File: src/rtl/cordic_pkg.sv
// Shared definitions for the HCORDIC fetch/decode stage: opcode encoding,
// mode/operation constants, packet field offsets and micro-op control bits.
package cordic_pkg;

   // Instruction opcodes; 7 and 8 are reserved and decode as illegal
   typedef enum logic [3:0] {
      OP_SIN_COS    = 4'd0,
      OP_SINH_COSH  = 4'd1,
      OP_ARCTAN     = 4'd2,
      OP_ARCTANH    = 4'd3,
      OP_EXP        = 4'd4,
      OP_SQR_ROOT   = 4'd5,
      OP_DIVISION   = 4'd6,
      OP_RSVD7      = 4'd7,
      OP_RSVD8      = 4'd8,
      OP_NAT_LOG    = 4'd9,
      OP_HYPOTENUSE = 4'd10
   } cordic_op_e;

   localparam logic [1:0] MODE_LINEAR     = 2'b00;
   localparam logic [1:0] MODE_CIRCULAR   = 2'b01;
   localparam logic [1:0] MODE_HYPERBOLIC = 2'b11;

   localparam logic OPER_VECTORING = 1'b0;
   localparam logic OPER_ROTATION  = 1'b1;

   // Packet layout, LSB first: x, y, z, opcode[4], tag
   function automatic int data_w(input int exp_w, input int man_w);
      return 1 + exp_w + man_w;
   endfunction

   function automatic int y_lsb(input int exp_w, input int man_w);
      return data_w(exp_w, man_w);
   endfunction

   function automatic int z_lsb(input int exp_w, input int man_w);
      return 2 * data_w(exp_w, man_w);
   endfunction

   function automatic int opc_lsb(input int exp_w, input int man_w);
      return 3 * data_w(exp_w, man_w);
   endfunction

   function automatic int tag_lsb(input int exp_w, input int man_w);
      return 3 * data_w(exp_w, man_w) + 4;
   endfunction

   function automatic int pkt_w(input int exp_w, input int man_w, input int tag_w);
      return tag_lsb(exp_w, man_w) + tag_w;
   endfunction

   // Control half of a micro-op; the top concatenates the width-parameterised
   // x/y/z seeds and tag around it
   typedef struct packed {
      logic [1:0] mode;
      logic       operation;
      logic       natlog;
   } uop_ctrl_t;

endpackage

File: src/rtl/cordic_fetch_fifo.sv
// Synchronous DEPTH-entry FIFO of packed micro-ops. Pointers wrap modulo
// DEPTH; the occupancy counter is one bit wider to tell full from empty.
module cordic_fetch_fifo #(
   parameter int W     = 8,
   parameter int DEPTH = 4,
   localparam int PTR_W = $clog2(DEPTH),
   localparam int CNT_W = PTR_W + 1
) (
   input  logic             clock,
   input  logic             reset,
   input  logic             push_i,
   input  logic [W-1:0]     data_i,
   input  logic             pop_i,
   output logic [W-1:0]     data_o,
   output logic             full_o,
   output logic             empty_o,
   output logic [CNT_W-1:0] count_o
);

   logic [W-1:0]     mem_q [DEPTH];
   logic [PTR_W-1:0] wr_q, rd_q;
   logic [CNT_W-1:0] count_q;
   logic             do_push, do_pop;

   assign full_o  = (count_q == CNT_W'(DEPTH));
   assign empty_o = (count_q == '0);
   assign count_o = count_q;
   assign data_o  = mem_q[rd_q];

   // Overflow/underflow requests are ignored rather than corrupting state
   assign do_push = push_i & ~full_o;
   assign do_pop  = pop_i & ~empty_o;

   // Storage needs no reset; the counter alone defines what is valid
   always_ff @(posedge clock) begin
      if (do_push) mem_q[wr_q] <= data_i;
   end

   // Pointer and occupancy update; simultaneous push/pop leaves count unchanged
   always_ff @(posedge clock) begin
      if (reset) begin
         wr_q    <= '0;
         rd_q    <= '0;
         count_q <= '0;
      end else begin
         if (do_push) wr_q <= wr_q + PTR_W'(1);
         if (do_pop)  rd_q <= rd_q + PTR_W'(1);
         if (do_push && !do_pop)      count_q <= count_q + CNT_W'(1);
         else if (!do_push && do_pop) count_q <= count_q - CNT_W'(1);
      end
   end

endmodule

File: src/rtl/cordic_fetch_queue.sv
// HCORDIC fetch/decode stage: arbitrates raw and pre-processed packets
// (pre-processed wins), decodes to a CORDIC micro-op, queues it and issues
// one op per cycle under stall. Define CORDIC_FETCH_BYPASS_EN to let a
// legal packet skip an empty queue and reach the outputs one edge earlier.
module cordic_fetch_queue
   import cordic_pkg::*;
#(
   parameter int EXP_W = 8,
   parameter int MAN_W = 23,
   parameter int TAG_W = 8,
   parameter int DEPTH = 4,
   localparam int DATA_W = 1 + EXP_W + MAN_W,
   localparam int PKT_W  = pkt_w(EXP_W, MAN_W, TAG_W),
   localparam int CNT_W  = $clog2(DEPTH) + 1
) (
   input  logic              clock,
   input  logic              reset,
   input  logic              raw_valid_i,
   output logic              raw_ready_o,
   input  logic [PKT_W-1:0]  raw_packet_i,
   input  logic              proc_valid_i,
   output logic              proc_ready_o,
   input  logic [PKT_W-1:0]  proc_packet_i,
   input  logic              stall_i,
   output logic [DATA_W-1:0] x_input_o,
   output logic [DATA_W-1:0] y_input_o,
   output logic [DATA_W-1:0] z_input_o,
   output logic [1:0]        mode_o,
   output logic              operation_o,
   output logic [TAG_W-1:0]  tag_out_o,
   output logic              load_o,
   output logic              natlog_flag_o,
   output logic              illegal_op_o,
   output logic [CNT_W-1:0]  queue_count_o
);

   localparam int Y_LSB   = y_lsb(EXP_W, MAN_W);
   localparam int Z_LSB   = z_lsb(EXP_W, MAN_W);
   localparam int OPC_LSB = opc_lsb(EXP_W, MAN_W);
   localparam int TAG_LSB = tag_lsb(EXP_W, MAN_W);
   localparam int UOP_W   = 3 * DATA_W + TAG_W + $bits(uop_ctrl_t);

   localparam logic [DATA_W-1:0] ONE =
      {1'b0, 1'b0, {(EXP_W-1){1'b1}}, {MAN_W{1'b0}}};

   // ---------------- arbitration ----------------
   logic full, empty;
   logic proc_acc, raw_acc, acc;
   logic [PKT_W-1:0] sel_pkt;

   assign proc_ready_o = ~full;
   assign raw_ready_o  = ~full & ~proc_valid_i;
   assign proc_acc     = proc_valid_i & proc_ready_o;
   assign raw_acc      = raw_valid_i & raw_ready_o;
   assign acc          = proc_acc | raw_acc;
   assign sel_pkt      = proc_acc ? proc_packet_i : raw_packet_i;

   // ---------------- decode ----------------
   cordic_op_e        opc;
   logic [DATA_W-1:0] px, py, pz;
   logic [TAG_W-1:0]  ptag;
   logic [EXP_W-1:0]  xe, ye, xe_m1, ye_m1;

   assign px   = sel_pkt[0 +: DATA_W];
   assign py   = sel_pkt[Y_LSB +: DATA_W];
   assign pz   = sel_pkt[Z_LSB +: DATA_W];
   assign opc  = cordic_op_e'(sel_pkt[OPC_LSB +: 4]);
   assign ptag = sel_pkt[TAG_LSB +: TAG_W];

   // Exponent halving for sqr_root saturates at zero instead of wrapping
   assign xe    = px[DATA_W-2 -: EXP_W];
   assign ye    = py[DATA_W-2 -: EXP_W];
   assign xe_m1 = (xe == '0) ? '0 : xe - EXP_W'(1);
   assign ye_m1 = (ye == '0) ? '0 : ye - EXP_W'(1);

   logic [DATA_W-1:0] dx, dy, dz;
   uop_ctrl_t         dctrl;
   logic              legal;

   // Source-specific opcode decode; anything not listed is illegal
   always_comb begin
      dx    = '0;
      dy    = '0;
      dz    = '0;
      dctrl = '0;
      legal = 1'b0;
      if (proc_acc) begin
         case (opc)
            OP_SQR_ROOT: begin
               legal = 1'b1;
               dx    = {px[DATA_W-1], xe_m1, px[MAN_W-1:0]};
               dy    = {1'b0, ye_m1, py[MAN_W-1:0]};
               dctrl = '{mode: MODE_HYPERBOLIC, operation: OPER_VECTORING, natlog: 1'b0};
            end
            OP_NAT_LOG: begin
               legal = 1'b1;
               dx    = px;
               dy    = {1'b0, py[DATA_W-2:0]};
               dctrl = '{mode: MODE_HYPERBOLIC, operation: OPER_VECTORING, natlog: 1'b1};
            end
            default: ;
         endcase
      end else begin
         case (opc)
            OP_SIN_COS: begin
               legal = 1'b1; dx = ONE; dz = pz;
               dctrl = '{mode: MODE_CIRCULAR, operation: OPER_ROTATION, natlog: 1'b0};
            end
            OP_SINH_COSH: begin
               legal = 1'b1; dx = ONE; dz = pz;
               dctrl = '{mode: MODE_HYPERBOLIC, operation: OPER_ROTATION, natlog: 1'b0};
            end
            OP_ARCTAN: begin
               legal = 1'b1; dx = ONE; dy = py;
               dctrl = '{mode: MODE_CIRCULAR, operation: OPER_VECTORING, natlog: 1'b0};
            end
            OP_ARCTANH: begin
               legal = 1'b1; dx = ONE; dy = py;
               dctrl = '{mode: MODE_HYPERBOLIC, operation: OPER_VECTORING, natlog: 1'b0};
            end
            OP_EXP: begin
               legal = 1'b1; dx = ONE; dy = ONE; dz = pz;
               dctrl = '{mode: MODE_HYPERBOLIC, operation: OPER_ROTATION, natlog: 1'b0};
            end
            OP_DIVISION: begin
               legal = 1'b1; dx = px; dy = py;
               dctrl = '{mode: MODE_LINEAR, operation: OPER_VECTORING, natlog: 1'b0};
            end
            OP_HYPOTENUSE: begin
               legal = 1'b1; dx = px; dy = py;
               dctrl = '{mode: MODE_CIRCULAR, operation: OPER_VECTORING, natlog: 1'b0};
            end
            default: ;
         endcase
      end
   end

   // ---------------- queue ----------------
   logic             issue_q_pop, bypass, push;
   logic [UOP_W-1:0] dec_uop, head_uop, iss_uop;

   assign dec_uop     = {dx, dy, dz, ptag, dctrl};
   assign issue_q_pop = ~empty & ~stall_i;

`ifdef CORDIC_FETCH_BYPASS_EN
   assign bypass = empty & ~stall_i & acc & legal;
`else
   assign bypass = 1'b0;
`endif

   assign push    = acc & legal & ~bypass;
   assign iss_uop = issue_q_pop ? head_uop : dec_uop;

   cordic_fetch_fifo #(.W(UOP_W), .DEPTH(DEPTH)) u_fifo (
      .clock   (clock),
      .reset   (reset),
      .push_i  (push),
      .data_i  (dec_uop),
      .pop_i   (issue_q_pop),
      .data_o  (head_uop),
      .full_o  (full),
      .empty_o (empty),
      .count_o (queue_count_o)
   );

   // ---------------- issue registers ----------------
   logic [DATA_W-1:0] iss_x, iss_y, iss_z;
   logic [TAG_W-1:0]  iss_tag;
   uop_ctrl_t         iss_ctrl;

   assign {iss_x, iss_y, iss_z, iss_tag, iss_ctrl} = iss_uop;

   // Output registers hold the last issued op; load/illegal are single pulses
   always_ff @(posedge clock) begin
      if (reset) begin
         x_input_o     <= '0;
         y_input_o     <= '0;
         z_input_o     <= '0;
         mode_o        <= '0;
         operation_o   <= 1'b0;
         tag_out_o     <= '0;
         natlog_flag_o <= 1'b0;
         load_o        <= 1'b0;
         illegal_op_o  <= 1'b0;
      end else begin
         load_o       <= issue_q_pop | bypass;
         illegal_op_o <= acc & ~legal;
         if (issue_q_pop || bypass) begin
            x_input_o     <= iss_x;
            y_input_o     <= iss_y;
            z_input_o     <= iss_z;
            mode_o        <= iss_ctrl.mode;
            operation_o   <= iss_ctrl.operation;
            tag_out_o     <= iss_tag;
            natlog_flag_o <= iss_ctrl.natlog;
         end
      end
   end

endmodule

File: config.mk
export PLATFORM = sky130hd
export DESIGN_NAME = cordic_fetch_queue
export DESIGN_NICKNAME = d
export VERILOG_FILES = /design/src/rtl/cordic_pkg.sv /design/src/rtl/cordic_fetch_fifo.sv /design/src/rtl/cordic_fetch_queue.sv
export SDC_FILE = /design/constraint.sdc
export NUM_CORES = 1
export LEC_CHECK = 0
export ABC_AREA = 0
export BUFFER_PORTS_ARGS = -buffer_cell sky130_fd_sc_hd__buf_4
export CAP_MARGIN = 30
export CORE_UTILIZATION = 45
export CTS_CLUSTER_SIZE = 40
export DETAILED_ROUTE_END_ITERATION = 10
export GPL_ROUTABILITY_DRIVEN = 0
export PLACE_DENSITY = 0.74
export SYNTH_ARGS = -nofsm -noshare
export SYNTH_HDL_FRONTEND = slang
export SYNTH_SLANG_ARGS = --single-unit
export TNS_END_PERCENT = 1
File: constraint.sdc
create_clock -name clock -period 4.1 [get_ports clock]
set_input_delay 0.82 -clock clock [delete_from_list [all_inputs] [get_ports clock]]
set_output_delay 0.82 -clock clock [all_outputs]
set_load 0.02 [all_outputs]
# --- After elaboration in Yosys (flattened, before gate mapping) ---
# Memories as Yosys holds them, arrays and structs flattened. A register that Yosys moved wholly into a read port is not among the register bits.
# Index checks and enable logic that the tools add are counted.
totals:
  regBits: 9
  ram_bits: 432
  inputBits: 221
  output_inout_bits: 115
  word_cells: 73
  mem_count: 1
op_classes:
  addsub: 6
  n_eq_ne: 9
  muxes: 21
  bitwise: 14
  n_reduce_logical: 17
memory_table:
  columns: ["memory", "depth", "word_bits", "read_ports", "rd_ports_with_merged_regs", "wr", "line_no", "source"]
  rows:
  - ["u_fifo.mem_q", 4, 108, 1, 1, 1, "cordic_fetch_fifo.sv:20", "logic [W-1:0] mem_q [DEPTH];"]
ops:
  columns: ["operator", "count"]
  rows:
  - ["32-bit one-hot mux with 2 select lines", 3]
  - ["32-bit 2-to-1 mux", 4]
  - ["108-bit 2-to-1 mux", 1]
  - ["31-bit one-hot mux with 2 select lines", 1]
  - ["8-bit logical NOT", 2]
  - ["8-bit 2-to-1 mux", 2]
  - ["4-bit one-hot mux with 4 select lines", 1]
  - ["8-bit by 1-bit subtractor with 8-bit output (second input constant)", 2]
  - ["4-bit by 3-bit equality test with 1-bit output (second input constant)", 3]
  - ["1-bit bitwise AND", 8]
  - ["4-bit by 2-bit equality test with 1-bit output (second input constant)", 2]
  - ["4-bit equality test (second input constant)", 2]
  - ["4-bit one-hot mux with 2 select lines", 1]
  - ["2-bit OR reduction", 4]
  - ["7-bit OR reduction", 1]
  - ["3-bit 2-to-1 mux", 2]
  - ["1-bit 2-to-1 mux", 5]
  - ["1-bit inverter", 5]
  - ["5-bit OR reduction", 1]
  - ["2-bit by 1-bit adder with 2-bit output (second input constant)", 2]
  - ["4-bit by 1-bit equality test with 1-bit output (second input constant)", 1]
  - ["4-bit logical NOT", 1]
  - ["4-bit 2-to-1 mux", 1]
  - ["4-bit OR reduction", 1]
  - ["other kinds (9)", 11]

# --- Depth between registers and ports, before layout ---
# Gate-level depths: netlist of the first run.
logic_depth:
  ltp_word: 14
  mapped_depth: 10
  ltp_nobuf: 10

# --- Modules after synthesis ---
# A second synthesis of the first run with hierarchy kept.
unflattened:
  cells_unflattened: 1468
  hier_area_um2: 21894.7
modules_own_cells:
  columns: ["mod", "instances", "cells_each", "area_each_um2", "seq_area_each_um2"]
  rows:
  - ["cordic_fetch_fifo", 1, 612, 16001.6, 13152.6]
  - ["cordic_fetch_queue", 1, 856, 5893.2, 2202.1]

# --- Least setup slack after synthesis of the first run ---
# OpenSTA, ideal clock, no wires.
synth_path:
  kind: "input -> register"
  start: "input proc_packet_i[97]"
  end: "memory u_fifo.mem_q[0][0] (netlist bit) (enable)"
  setup_ns: 0.420
  t_arrival_ns: 3.220
  t_required_ns: 3.680
  slack_ns: 0.460
  cell_stages: 4
  n_path_buf: 0
  cell_sequence: "nand3b_1 -> or3_4 -> a311oi_4 -> and2_2"
synth_via:
  elab_chain_cells: 9
  elab_cells_between_ends: 19
  classes_between: "8 x eq/ne; 6 x mux; 2 x bitwise; 3 x reduce/logical"
synth_rtl:
  columns: ["item", "line_no", "source"]
  rows:
  - ["start, declared", "cordic_fetch_queue.sv:23", "input logic [PKT_W-1:0] proc_packet_i,"]
  - ["108-bit 2-to-1 mux (*)", "cordic_fetch_queue.sv:56", "assign sel_pkt = proc_acc ? proc_packet_i : raw_packet_i;"]
  - ["4-bit equality test (tied with other cells)", "cordic_fetch_queue.sv:104", "case (opc)"]
  - ["7-bit OR reduction (no line) or 2-bit OR reduction (tied branches)", null, null]
  - ["1-bit 2-to-1 mux, on equally long branches", "cordic_fetch_queue.sv:104, cordic_fetch_queue.sv:88", null]
  - ["1-bit 2-to-1 mux (*)", "cordic_fetch_queue.sv:87", "if (proc_acc) begin"]
  - ["1-bit bitwise AND (*)", "cordic_fetch_queue.sv:151", "assign push = acc & legal & ~bypass;"]
  - ["1-bit bitwise AND (*)", "cordic_fetch_fifo.sv:31", "assign do_push = push_i & ~full_o;"]
  - ["named net u_fifo.do_push", "cordic_fetch_fifo.sv:23", "logic do_push, do_pop;"]
  - ["1-bit 2-to-1 mux (*)", "cordic_fetch_fifo.sv:36", "if (do_push) mem_q[wr_q] <= data_i;"]
  - ["1-bit 2-to-1 mux (implied by the code) (*)", "cordic_fetch_fifo.sv:36", null]
  - ["end, declared", "cordic_fetch_fifo.sv:20", null]
# Mark *: on every way through the listed nets, which the timed path passes. The rest lies on a longest branch.

# --- Final worst setup path of the first run ---
layout_path:
  start: "register u_fifo.count_q[0], in the netlist u_fifo.count_o[0]"
  end: "register u_fifo.count_q[2], in the netlist u_fifo.count_o[2]"
layout_via:
  elab_chain_cells: 13
  elab_cells_between_ends: 36
  classes_between: "2 x add/sub; 9 x eq/ne; 6 x mux; 10 x bitwise; 9 x reduce/logical"
layout_rtl:
  columns: ["item", "line_no", "source"]
  rows:
  - ["start, declared", "cordic_fetch_fifo.sv:22", "logic [CNT_W-1:0] count_q;"]
  - ["start signal, assigned", "cordic_fetch_fifo.sv:48", "if (do_push && !do_pop) count_q <= count_q + CNT_W'(1);"]
  - ["start signal, assigned", "cordic_fetch_fifo.sv:49", "else if (!do_push && do_pop) count_q <= count_q - CNT_W'(1);"]
  - ["3-bit equality test (*)", "cordic_fetch_fifo.sv:25", "assign full_o = (count_q == CNT_W'(DEPTH));"]
  - ["1-bit inverter (*)", "cordic_fetch_fifo.sv:31, cordic_fetch_queue.sv:51, cordic_fetch_queue.sv:52", null]
  - ["1-bit bitwise AND", "cordic_fetch_queue.sv:53", "assign proc_acc = proc_valid_i & proc_ready_o;"]
  - ["108-bit 2-to-1 mux", "cordic_fetch_queue.sv:56", null]
  - ["4-bit equality test (tied with other cells)", "cordic_fetch_queue.sv:104", null]
  - ["7-bit OR reduction (no line) or 2-bit OR reduction (tied branches)", null, null]
  - ["1-bit 2-to-1 mux, on equally long branches", "cordic_fetch_queue.sv:104, cordic_fetch_queue.sv:88", null]
  - ["1-bit 2-to-1 mux", "cordic_fetch_queue.sv:87", null]
  - ["1-bit bitwise AND", "cordic_fetch_queue.sv:151", null]
  - ["1-bit bitwise AND (*)", "cordic_fetch_fifo.sv:31", null]
  - ["named net u_fifo.do_push", "cordic_fetch_fifo.sv:23", null]
  - ["1-bit logical NOT", "cordic_fetch_fifo.sv:49", null]
  - ["1-bit logical AND", "cordic_fetch_fifo.sv:49", null]
  - ["2-bit nonzero test (no line)", null, null]
# Mark *: on every way through the listed nets, which the timed path passes. The rest lies on a longest branch. The select of a mux whose other input is x is not followed.
# A chain may end at the register's enable or synchronous reset.

==> results of run 1 <==
==> cells by family after synthesis <==
logic type               count (synthesis)  synth area share
AO/OA/AOI/OAI                          199            0.0518
adder cells (fa/ha/maj)                 10           0.00613
AND/OR/NAND/NOR                        448            0.0887
flip-flops                             549             0.707
XOR/XNOR                                18           0.00728
multiplexers                           123             0.119
buffers and inverters                   98            0.0194
==> power by group through the flow <==
stage / combinational (mW) / sequential [mW] / clock (mW)
finish: 3.58 / 6.97 / 4.96
global route: 3.85 / 7.03 / 5.27
CTS: 3.62 / 6.98 / 5.06
detailed placement: 3.61 / 7.09 / 0
global placement: 3.55 / 7.06 / 0
floorplan: 2.09 / 7.26 / 0
==> cell usage in the layout (no fill, tap or decap), types with 5 or more instances in the layout <==
cell type	count
a21oi_1	160
and2_1	33
buf_12	10
buf_4	317
clkbuf_1	10
clkbuf_16	54
clkbuf_8	13
clkinv_2	9
dfxtp_1	115
edfxtp_1	432
ha_1	9
inv_1	7
mux2i_1	14
mux4_2	108
nand2_1	346
nand3_1	6
nor2_1	21
nor3_1	10
nor4_1	5
o21ai_0	9
o221ai_1	11
xnor2_1	9
xor2_1	9
==> worst min path at each step <==
stage | from | endpoint | slack, ns | cells past startpoint
2_1_floorplan | u_fifo.wr_q[1] | u_fifo.wr_q[1] | 0.51 | 2
3_3_place_gp | z_input_o[20] | z_input_o[20] | 0.44 | 2
3_5_place_dp | x_input_o[6] | x_input_o[6] | 0.45 | 2
4_1_cts | x_input_o[6] | x_input_o[6] | 0.45 | 2
5_1_grt | y_input_o[9] | y_input_o[9] | 0.48 | 2
6_report | y_input_o[15] | y_input_o[15] | 0.45 | 2
==> cell usage after synthesis, types with 5 or more instances <==
| library cell | n | share of area |
|---|---|---|
| mux2i_1 | 14 | 0.0065 |
| buf_1 | 9 | 0.0016 |
| ha_1 | 9 | 0.0052 |
| a21oi_1 | 160 | 0.037 |
| xor2_1 | 9 | 0.0036 |
| o21ai_0 | 9 | 0.0021 |
| dfxtp_1 | 117 | 0.11 |
| nand3_1 | 6 | 0.0014 |
| xnor2_1 | 9 | 0.0036 |
| and2_1 | 33 | 0.0095 |
| nor2_1 | 25 | 0.0043 |
| nor3_1 | 10 | 0.0023 |
| inv_1 | 8 | 0.0014 |
| clkbuf_1 | 54 | 0.0094 |
| edfxtp_1 | 432 | 0.60 |
| buf_2 | 21 | 0.0049 |
| nor4_1 | 5 | 0.0014 |
| mux4_2 | 108 | 0.11 |
| nand2_1 | 347 | 0.060 |
| o221ai_1 | 11 | 0.0044 |
==> routing by layer <==
metal,track usage,vias to the layer above,share of wire
met5,0,-,0
met4,0.0539,0,0.017
met3,0.0458,64,0.074
met2,0.336,490,0.49
met1,0.277,6687,0.42
li1,-,5982,-
==> critical path: stages, from the launching register on <==
cell      delay [ns]
dfxtp_1         0.50
nor3b_4         0.09
buf_4           0.21
or3_4           0.44
a311oi_4        0.41
ha_1            0.27
inv_1           0.06
fa_1            0.37
xor2_1          0.19
or3_1           0.32
a21oi_1         0.14
==> final cells by class <==
cell class / count / share of cell area
Clock buffer: 77 / 0.0592
Clock inverter: 22 / 0.00859
Inverter: 9 / 0.00137
Multi-Input combinational cell: 798 / 0.225
Sequential cell: 549 / 0.578
Tap cell: 615 / 0.0290
Timing Repair Buffer: 328 / 0.0984
==> state kept, by name, indices dropped and copies added (netlist names) <==
| register | count |
|---|---|
| u_fifo.mem_q | 432 |
| x_input_o | 32 |
| y_input_o | 32 |
| z_input_o | 32 |
| tag_out_o | 8 |
| u_fifo.count_o | 3 |
| mode_o | 2 |
| u_fifo.rd_q | 2 |
| u_fifo.wr_q | 2 |
| illegal_op_o | 1 |
| load_o | 1 |
| natlog_flag_o | 1 |
| operation_o | 1 |
==> stage by stage <==
stage / area [sq um] / hold slack, ns / std cells / util / setup slack, ns
after detailed placement: 24700 / 0.447 / 2299 / 0.518 / 0.611
after CTS: 26500 / 0.455 / 2398 / 0.556 / 1.01
final: 26500 / 0.454 / 2398 / 0.556 / 1.02
after global routing: 26500 / 0.477 / 2398 / 0.556 / 0.904
after floorplan: 21700 / 0.514 / 1445 / - / 0.460
after global placement: 24700 / 0.443 / 2298 / 0.518 / 0.647
==> flow_metrics.env, run 1 <==
export IMPL_p_seq_frac=0.449
export IMPL_antenna_found_initial=0
export IMPL_vias_per_cell=5.51
export IMPL_final_fill_count=3734
export IMPL_ctsHoldBuffers=0
export IMPL_multi_input_area_sq_um=5970
export IMPL_dieArea_sq_um=49000
export IMPL_p_switching_mw=4.37
export IMPL_final_layout_size_suffix_gt1_frac=0.306
export IMPL_status="finished clean"
export IMPL_yosysUniqueCellTypes=54
export IMPL_drt_pass1_iterations=5
export IMPL_cp_endpoint="u_fifo.count_o[2]"
export IMPL_p_leak_nw=9.38
export IMPL_syn_num_nets=1676
export IMPL_peakVddDrop_mv=0.405
export IMPL_grt_pass1_vias=13500
export IMPL_start_util=0.454
export IMPL_r2r_end="u_fifo.count_o[2]"
export IMPL_async_reset_ff_frac=0
export IMPL_htreeDepth=2
export IMPL_rows=80
export IMPL_syn_area_per_cell_sq_um=15.0
export IMPL_grt_first_pass_wirelength_mm=76.9
export IMPL_finalSetupViolCount=0
export IMPL_r2r_cells=10
export IMPL_io_buffers=302
export IMPL_fin_nets=1970
export IMPL_crit_path_start_kind="flop"
export IMPL_crit_path_end_kind="flop"
export IMPL_dp_hpwl_mm=30.3
export IMPL_cp_max_fo=11
export IMPL_ys_seq_area_frac=0.707
export IMPL_maxSlewHeadroom=0.377
export IMPL_track_usage=0.205
export IMPL_clk_path_buf_depth=3
export IMPL_grt_overflow=0
export IMPL_regArea_sq_um=15300
export IMPL_pwr_share_clk=0.320
export IMPL_grt_max_degree=69
export IMPL_max_clock_freq_mhz=324
export IMPL_fin_tns_setup_ns=0
export IMPL_area_growth_pct=22.4
export IMPL_fin_crit_ns=3.08
export IMPL_sw_frac_of_total=0.282
export IMPL_cts_tree="yes"
export IMPL_total_power_mw=15.5
export IMPL_fin_skew_ns=0.0285
export IMPL_core_area_sq_um=47600
export IMPL_die_w_microns=221
export IMPL_reg2reg_from="u_fifo.count_o[0]"
export IMPL_avgRoutedWirePerCell_microns=21.1
export IMPL_powerDensity_nw_per_um2=585
export IMPL_p_comb_frac=0.231
export IMPL_synth_edf_count=432
export IMPL_drc=0
export IMPL_drv_slew=0
export IMPL_yosysWarnings=0
export IMPL_ys_ff_latch=549
export IMPL_timing_final_crit_share=0.752
export IMPL_rsz0062_at_grt="no"
export IMPL_ios=336
export IMPL_hold_viol=0
export IMPL_synth_ff_type="edfxtp_1"
export IMPL_hold_class="reg -> reg"
export IMPL_required_ns=4.61
export IMPL_cts_root_buf="clkbuf_16"
export IMPL_cp_arrival_ns=3.60
export IMPL_syn_inst=1445
export IMPL_antenna_cells=0
export IMPL_clk_latency_ns=0.59
export IMPL_worst_pin_slew_ns=0.935
export IMPL_drv_cap=0
export IMPL_num_vias=13200
export IMPL_die_h_microns=221
export IMPL_netlist_area_sq_um=21700
export IMPL_ant_nets=0
export IMPL_r2r_slack_ns=1.02
export IMPL_cts_buffers=53
export IMPL_post_cts_buffers=0
export IMPL_routed_wirelength_mm=50.5
export IMPL_cts_repair_resized=0
export IMPL_startpoint="u_fifo.count_o[0]"
export IMPL_drt_iter0_drc=973
export IMPL_worstSetupPathType="reg -> reg"
export IMPL_clk_pin_slew_worst_paths_ns=0.06
export IMPL_p_int_mw=11.1
export IMPL_clock_sinks=549
(Power assumes the default switching activity.)
==> inputs of run 2 (changes only) <==
- ABC_AREA: 0 -> 1
- PLACE_DENSITY: 0.74 -> 0.73
- clock period: 4.1 -> 2.89 ns (I/O delays scaled with it)
==> run 2 against run 1 <==
Compared with the run above: clock-buffer cell count is 11 lower; global-route usage is 0.74 points higher; cell area is 3.0% higher; via count is 21% higher; routed wire length is 7.5% higher; flip-flop and latch count stayed put; setup slack worse by 0.71 ns; clock power is 46% higher; hold slack worse by 0.27 ns; sequential share of layout area is 1.7 points lower; combinational power is 80% higher; fmax is 20% higher; largest power group unchanged; highest routed layer unchanged.
==> flow_metrics.env, run 2 <==
export IMPL_async_reset_ff_frac=0
export IMPL_fin_crit_ns=2.58
export IMPL_antenna_cells=0
export IMPL_reg2reg_from="u_fifo.count_o[0]"
export IMPL_yosysWarnings=0
export IMPL_use_met2=0.354
export IMPL_max_clock_freq_mhz=388
export IMPL_cts_root_buf="clkbuf_16"
export IMPL_mostFrequentLayoutCell="nor2_1"
export IMPL_grt_first_pass_wirelength_mm=83.4
export IMPL_ant_nets=0
export IMPL_clk_latency_ns=0.60
export IMPL_dpl_instance_area_sq_um=25400
export IMPL_cp_arrival_ns=2.91
export IMPL_synth_top_cell_area_share=0.580
export IMPL_rows=81
export IMPL_dp_hpwl_mm=30.2
export IMPL_clk_path_buf_depth=3
export IMPL_track_usage=0.212
export IMPL_worst_pin_slew_ns=1.10
export IMPL_syn_area_per_cell_sq_um=11.0
export IMPL_p_leak_nw=10.6
export IMPL_start_util=0.457
export IMPL_final_cell_mix="514 x nor2_1, 432 x edfxtp_1, 347 x o21ai_0, 317 x buf_4, 112 x dfxtp_1"
export IMPL_fin_tns_setup_ns=0
export IMPL_post_cts_buffers=0
export IMPL_use_met3=0.0325
export IMPL_drt_iter0_drc=1286
export IMPL_required_ns=3.22
export IMPL_peakVddDrop_mv=0.994
export IMPL_timing_final_crit_share=0.893
export IMPL_crit_path_end_kind="flop"
export IMPL_syn_inst=2040
export IMPL_grt_overflow=0
export IMPL_clk_pin_slew_worst_paths_ns=0.06
export IMPL_holdWs_ns=0.185
export IMPL_synth_most_common_cell="nor2_1"
export IMPL_cp_max_fo=20
export IMPL_r2r_end="u_fifo.mem_q[1][103]"
export IMPL_drv_slew=0
export IMPL_cts_tree="yes"
export IMPL_place_ws_ns=0.201
export IMPL_post_route_worst_setup_slack_ns=0.310
export IMPL_synth_ff_type="edfxtp_1"
export IMPL_num_vias=15900
export IMPL_antenna_found_initial=0
export IMPL_routed_wirelength_mm=54.3
export IMPL_cts_repair_resized=0
export IMPL_die_h_microns=225
export IMPL_ys_seq_area_frac=0.685
export IMPL_cp_endpoint="u_fifo.mem_q[1][103]"
export IMPL_io_buffers=302
export IMPL_finalSetupViolCount=0
export IMPL_final_layout_size_suffix_gt1_frac=0.201
export IMPL_ys_ff_latch=549
export IMPL_syn_num_nets=2271
export IMPL_synth_edf_count=432
export IMPL_maxSlewHeadroom=0.269
export IMPL_dieArea_sq_um=50600
export IMPL_drc=0
export IMPL_status="finished clean"
export IMPL_yosysTopAreaCell="edfxtp_1"
export IMPL_powerDensity_nw_per_um2=895
export IMPL_yosysUniqueCellTypes=35
export IMPL_finalNonFillerCells=3008
export IMPL_use_met1=0.282
export IMPL_fin_nets=2529
export IMPL_final_cell_area_sq_um=27300
export IMPL_crit_path_start_kind="flop"
export IMPL_r2r_cells=15
export IMPL_synth_common_cells="520 x nor2_1, 432 x edfxtp_1, 348 x o21ai_0, 117 x dfxtp_1, 115 x nand2_1"
export IMPL_htreeDepth=2
export IMPL_netlist_area_sq_um=22400
export IMPL_rsz0062_at_grt="no"
export IMPL_drv_cap=0
export IMPL_r2r_slack_ns=0.31
export IMPL_cts_buffers=54
export IMPL_drt_pass1_iterations=7
export IMPL_avgRoutedWirePerCell_microns=18.0
export IMPL_worstSetupPathType="reg -> reg"
export IMPL_clock_sinks=549
export IMPL_synthTopCellsByArea="edfxtp_1 58%, dfxtp_1 10%, nor2_1 8.7%"
export IMPL_ctsHoldBuffers=0
export IMPL_gr_max_usage_layer="met2"
export IMPL_die_w_microns=225
export IMPL_grt_pass1_vias=15600
export IMPL_grt_max_degree=219
export IMPL_largest_register="u_fifo.mem_q"
export IMPL_largest_reg_flops=432
export IMPL_hold_class="in -> reg"
export IMPL_vias_per_cell=5.30
export IMPL_ios=336
export IMPL_fin_skew_ns=0.0211
export IMPL_area_growth_pct=22.1
export IMPL_dp_cells=2906
export IMPL_core_area_sq_um=49000
export IMPL_hold_viol=0
export IMPL_startpoint="u_fifo.count_o[0]"
==> run 2: changes by cell type in the layout (fill, tap and decap cells not counted), sizes merged, moves of 36 or more <==
cell,previous run,this run
nor2,25,533
inv,13,99
o21ai,9,356
nand2,347,124
mux4,108,0
and2,37,1
a21oi,160,39
a31oi,1,108
==> run 2: layout make-up <==
| cell class | instances | area, sq um |
|---|---|---|
| inverter | 100 | 384 |
| tap | 664 | 831 |
| sequential | 549 | 15300 |
| multi-input combinational | 1261 | 6200 |
| clock inverter | 36 | 352 |
| timing repair buffer | 332 | 2680 |
| fill | 4068 | 21700 |
| clock buffer | 66 | 1510 |
==> run 2: cell families (layout without fill, tap and decap cells) <==
kind of cell,after synthesis,after routing,share of synthesized area
flops,549,549,0.685
fa+ha+maj,10,10,0.00593
compound gates,508,508,0.121
simple gates,688,688,0.121
mux,47,47,0.0210
xor+xnor,8,8,0.00314
buf+inv,230,534,0.0423
==> run 2: per-stage QoR <==
step	power [mW]	util
4_1_cts	24.6	0.557
2_1_floorplan	14.8	-
5_1_grt	25.6	0.557
6_report	24.4	0.557
3_3_place_gp	17.2	0.519
3_5_place_dp	17.4	0.519
==> run 2: worst min path at each step <==
stage	from	endpoint	slack, ns	cells past startpoint
detailed placement	u_fifo.count_o[1]	u_fifo.count_o[1]	0.50	2
global route	reset	u_fifo.count_o[0]	0.17	2
CTS	reset	u_fifo.count_o[0]	0.15	2
global placement	u_fifo.count_o[1]	u_fifo.count_o[1]	0.49	2
finish	reset	u_fifo.count_o[0]	0.18	2
floorplan	u_fifo.count_o[1]	u_fifo.count_o[1]	0.52	2
==> run 2: metal layers <==
layer | vias to the layer above | part of all wire | routed length, microns
met5 | - | 0 | 0
met4 | 0 | 0.023 | 1250
met3 | 77 | 0.063 | 3440
met2 | 534 | 0.49 | 26500
met1 | 7691 | 0.43 | 23100
li1 | 7641 | - | -
==> run 2: report_power, final <==
group | total, mW | switching [mW] | internal (mW)
clock network | 7.24 | 2.91 | 4.33
registers | 10.7 | 0.553 | 10.2
logic | 6.45 | 4.32 | 2.13
total | 24.4 | 7.79 | 16.6
==> run 2: critical path: stages (launching register included) <==
cell and delay [ns]:
dfxtp_2 0.36, nor2_4 0.18, nand2_4 0.12, nand2_8 0.14
buf_4 0.22, nor2_1 0.08, nor2_1 0.10, inv_1 0.09
ha_1 0.21, nand2_1 0.06, nor2_1 0.03, nand2_1 0.07
nand2_1 0.08, inv_1 0.08, nand2_1 0.08, o21ai_0 0.42
==> inputs of run 3 (changes only) <==
- RECOVER_POWER: unset -> 25
==> run 3 against run 2 <==
Compared with the run above: the run now ends with capacitance limit, slew limit left; sequential power is essentially flat; combinational power decreased by 6.8%; first-iteration DRC count rose by 4.5%; routed wire length up 0.11%; non-clock buffer count did not move; register-to-register slack lost 0.20 ns; setup slack worse by 0.20 ns; critical path depth decreased by 7; fmax decreased by 7.3%; via count shrank 0.13%; critical endpoint is now u_fifo.mem_q[0][3]; largest power group unchanged.
==> flow_metrics.env, run 3 (synthesized netlist as in run 2, its figures left out) <==
export IMPL_crit_path_start_kind="flop"
export IMPL_post_cts_buffers=0
export IMPL_grt_overflow=0
export IMPL_htreeDepth=2
export IMPL_worst_pin_slew_ns=1.93
export IMPL_ant_nets=0
export IMPL_clk_latency_ns=0.60
export IMPL_clk_path_buf_depth=3
export IMPL_drt_iter0_drc=1344
export IMPL_core_area_sq_um=49000
export IMPL_area_growth_pct=20.0
export IMPL_cts_tree="yes"
export IMPL_fin_tns_setup_ns=0
export IMPL_cts_repair_resized=0
export IMPL_final_cell_mix="514 x nor2_1, 432 x edfxtp_1, 348 x o21ai_0, 199 x buf_4, 119 x clkbuf_1"
export IMPL_maxSlewHeadroom=-0.287
export IMPL_fin_nets=2529
export IMPL_num_vias=15900
export IMPL_post_route_worst_setup_slack_ns=0.107
export IMPL_crit_path_end_kind="flop"
export IMPL_vias_per_cell=5.29
export IMPL_antenna_cells=0
export IMPL_status="finished with violations"
export IMPL_start_util=0.457
export IMPL_io_buffers=302
export IMPL_dp_cells=2906
export IMPL_drv_cap=2
export IMPL_clk_pin_slew_worst_paths_ns=0.06
export IMPL_worstSetupPathType="reg -> reg"
export IMPL_hold_viol=0
export IMPL_ios=336
export IMPL_dieArea_sq_um=50600
export IMPL_track_usage=0.212
export IMPL_place_ws_ns=0.201
export IMPL_finalNonFillerCells=3008
export IMPL_rows=81
export IMPL_grt_max_degree=219
export IMPL_final_layout_size_suffix_gt1_frac=0.151
export IMPL_peakVddDrop_mv=1.03
export IMPL_cts_buffers=54
export IMPL_antenna_found_initial=0
export IMPL_fin_skew_ns=0.0222
export IMPL_largest_reg_flops=432
export IMPL_die_w_microns=225
export IMPL_die_h_microns=225
export IMPL_powerDensity_nw_per_um2=893
export IMPL_drc=0
export IMPL_drt_pass1_iterations=5
export IMPL_rsz0062_at_grt="no"
export IMPL_timing_final_crit_share=0.963
export IMPL_violations="capacitance limit, slew limit"
export IMPL_mostFrequentLayoutCell="nor2_1"
export IMPL_largest_register="u_fifo.mem_q"
export IMPL_dp_hpwl_mm=30.2
export IMPL_max_clock_freq_mhz=359
export IMPL_drv_slew=300
export IMPL_required_ns=3.10
export IMPL_fin_crit_ns=2.78
export IMPL_cp_max_fo=25
export IMPL_cp_arrival_ns=2.99
export IMPL_ctsHoldBuffers=0
export IMPL_cts_root_buf="clkbuf_16"
export IMPL_holdWs_ns=0.185
export IMPL_avgRoutedWirePerCell_microns=18.1
export IMPL_grt_pass1_vias=15600
export IMPL_finalSetupViolCount=0
export IMPL_grt_first_pass_wirelength_mm=83.4
export IMPL_clock_sinks=549
export IMPL_hold_class="in -> reg"
export IMPL_p_leak_nw=10.1
export IMPL_routed_wirelength_mm=54.3
[run 3: changes by cell type in the layout (fill, tap and decap cells not counted), sizes merged]
cell and change:
clkbuf +118, buf -118
[run 3: layout make-up]
type,instances,area [sq um]
fillers,4178,22100
flip-flops and latches,549,15300
multi-input cells,1261,6190
repair buffers,332,2230
clock buffers,66,1510
well taps,664,831
inverters,100,384
clock inverters,36,352
[run 3: final timing paths]
| check | start | endpoint | slack (ns) | cells after the start |
|---|---|---|---|---|
| setup / recovery | u_fifo.count_o[0] | u_fifo.mem_q[0][3] | 0.11 | 8 |
| hold reg to reg | u_fifo.count_o[1] | u_fifo.count_o[1] | 0.51 | 2 |
| hold / removal | reset | u_fifo.count_o[0] | 0.18 | 2 |
| setup reg to reg | u_fifo.count_o[0] | u_fifo.mem_q[0][3] | 0.11 | 8 |
[run 3: power breakdown]
group	switching (mW)	leakage, nW	internal (mW)
sequential	0.538	5.00	10.2
combinational	4.32	4.23	1.69
clock	2.90	0.916	4.33
[run 3: routing by layer]
| metal | part of all wire | global-route usage | vias up |
|---|---|---|---|
| met5 | 0 | 0 | - |
| met4 | 0.022 | 0.0755 | 0 |
| met3 | 0.066 | 0.0325 | 73 |
| met2 | 0.49 | 0.354 | 555 |
| met1 | 0.42 | 0.282 | 7656 |
| li1 | - | - | 7638 |
[run 3: worst max-delay path: stages (launching register included)]
cell and delay, ns:
dfxtp_2 0.35, nor2_4 0.15, nand2_4 0.11, nand2_8 0.13
inv_1 0.17, buf_4 0.28, o21ai_4 0.09, clkbuf_2 0.61
o21ai_0 0.49
[run 3: through the flow]
stage / utilization / area (sq um) / total power, mW
2_1_floorplan: - / 22500 / 14.8
3_3_place_gp: 0.519 / 25400 / 17.2
3_5_place_dp: 0.519 / 25400 / 17.4
4_1_cts: 0.557 / 27300 / 24.6
5_1_grt: 0.548 / 26800 / 25.2
6_report: 0.548 / 26800 / 24.0
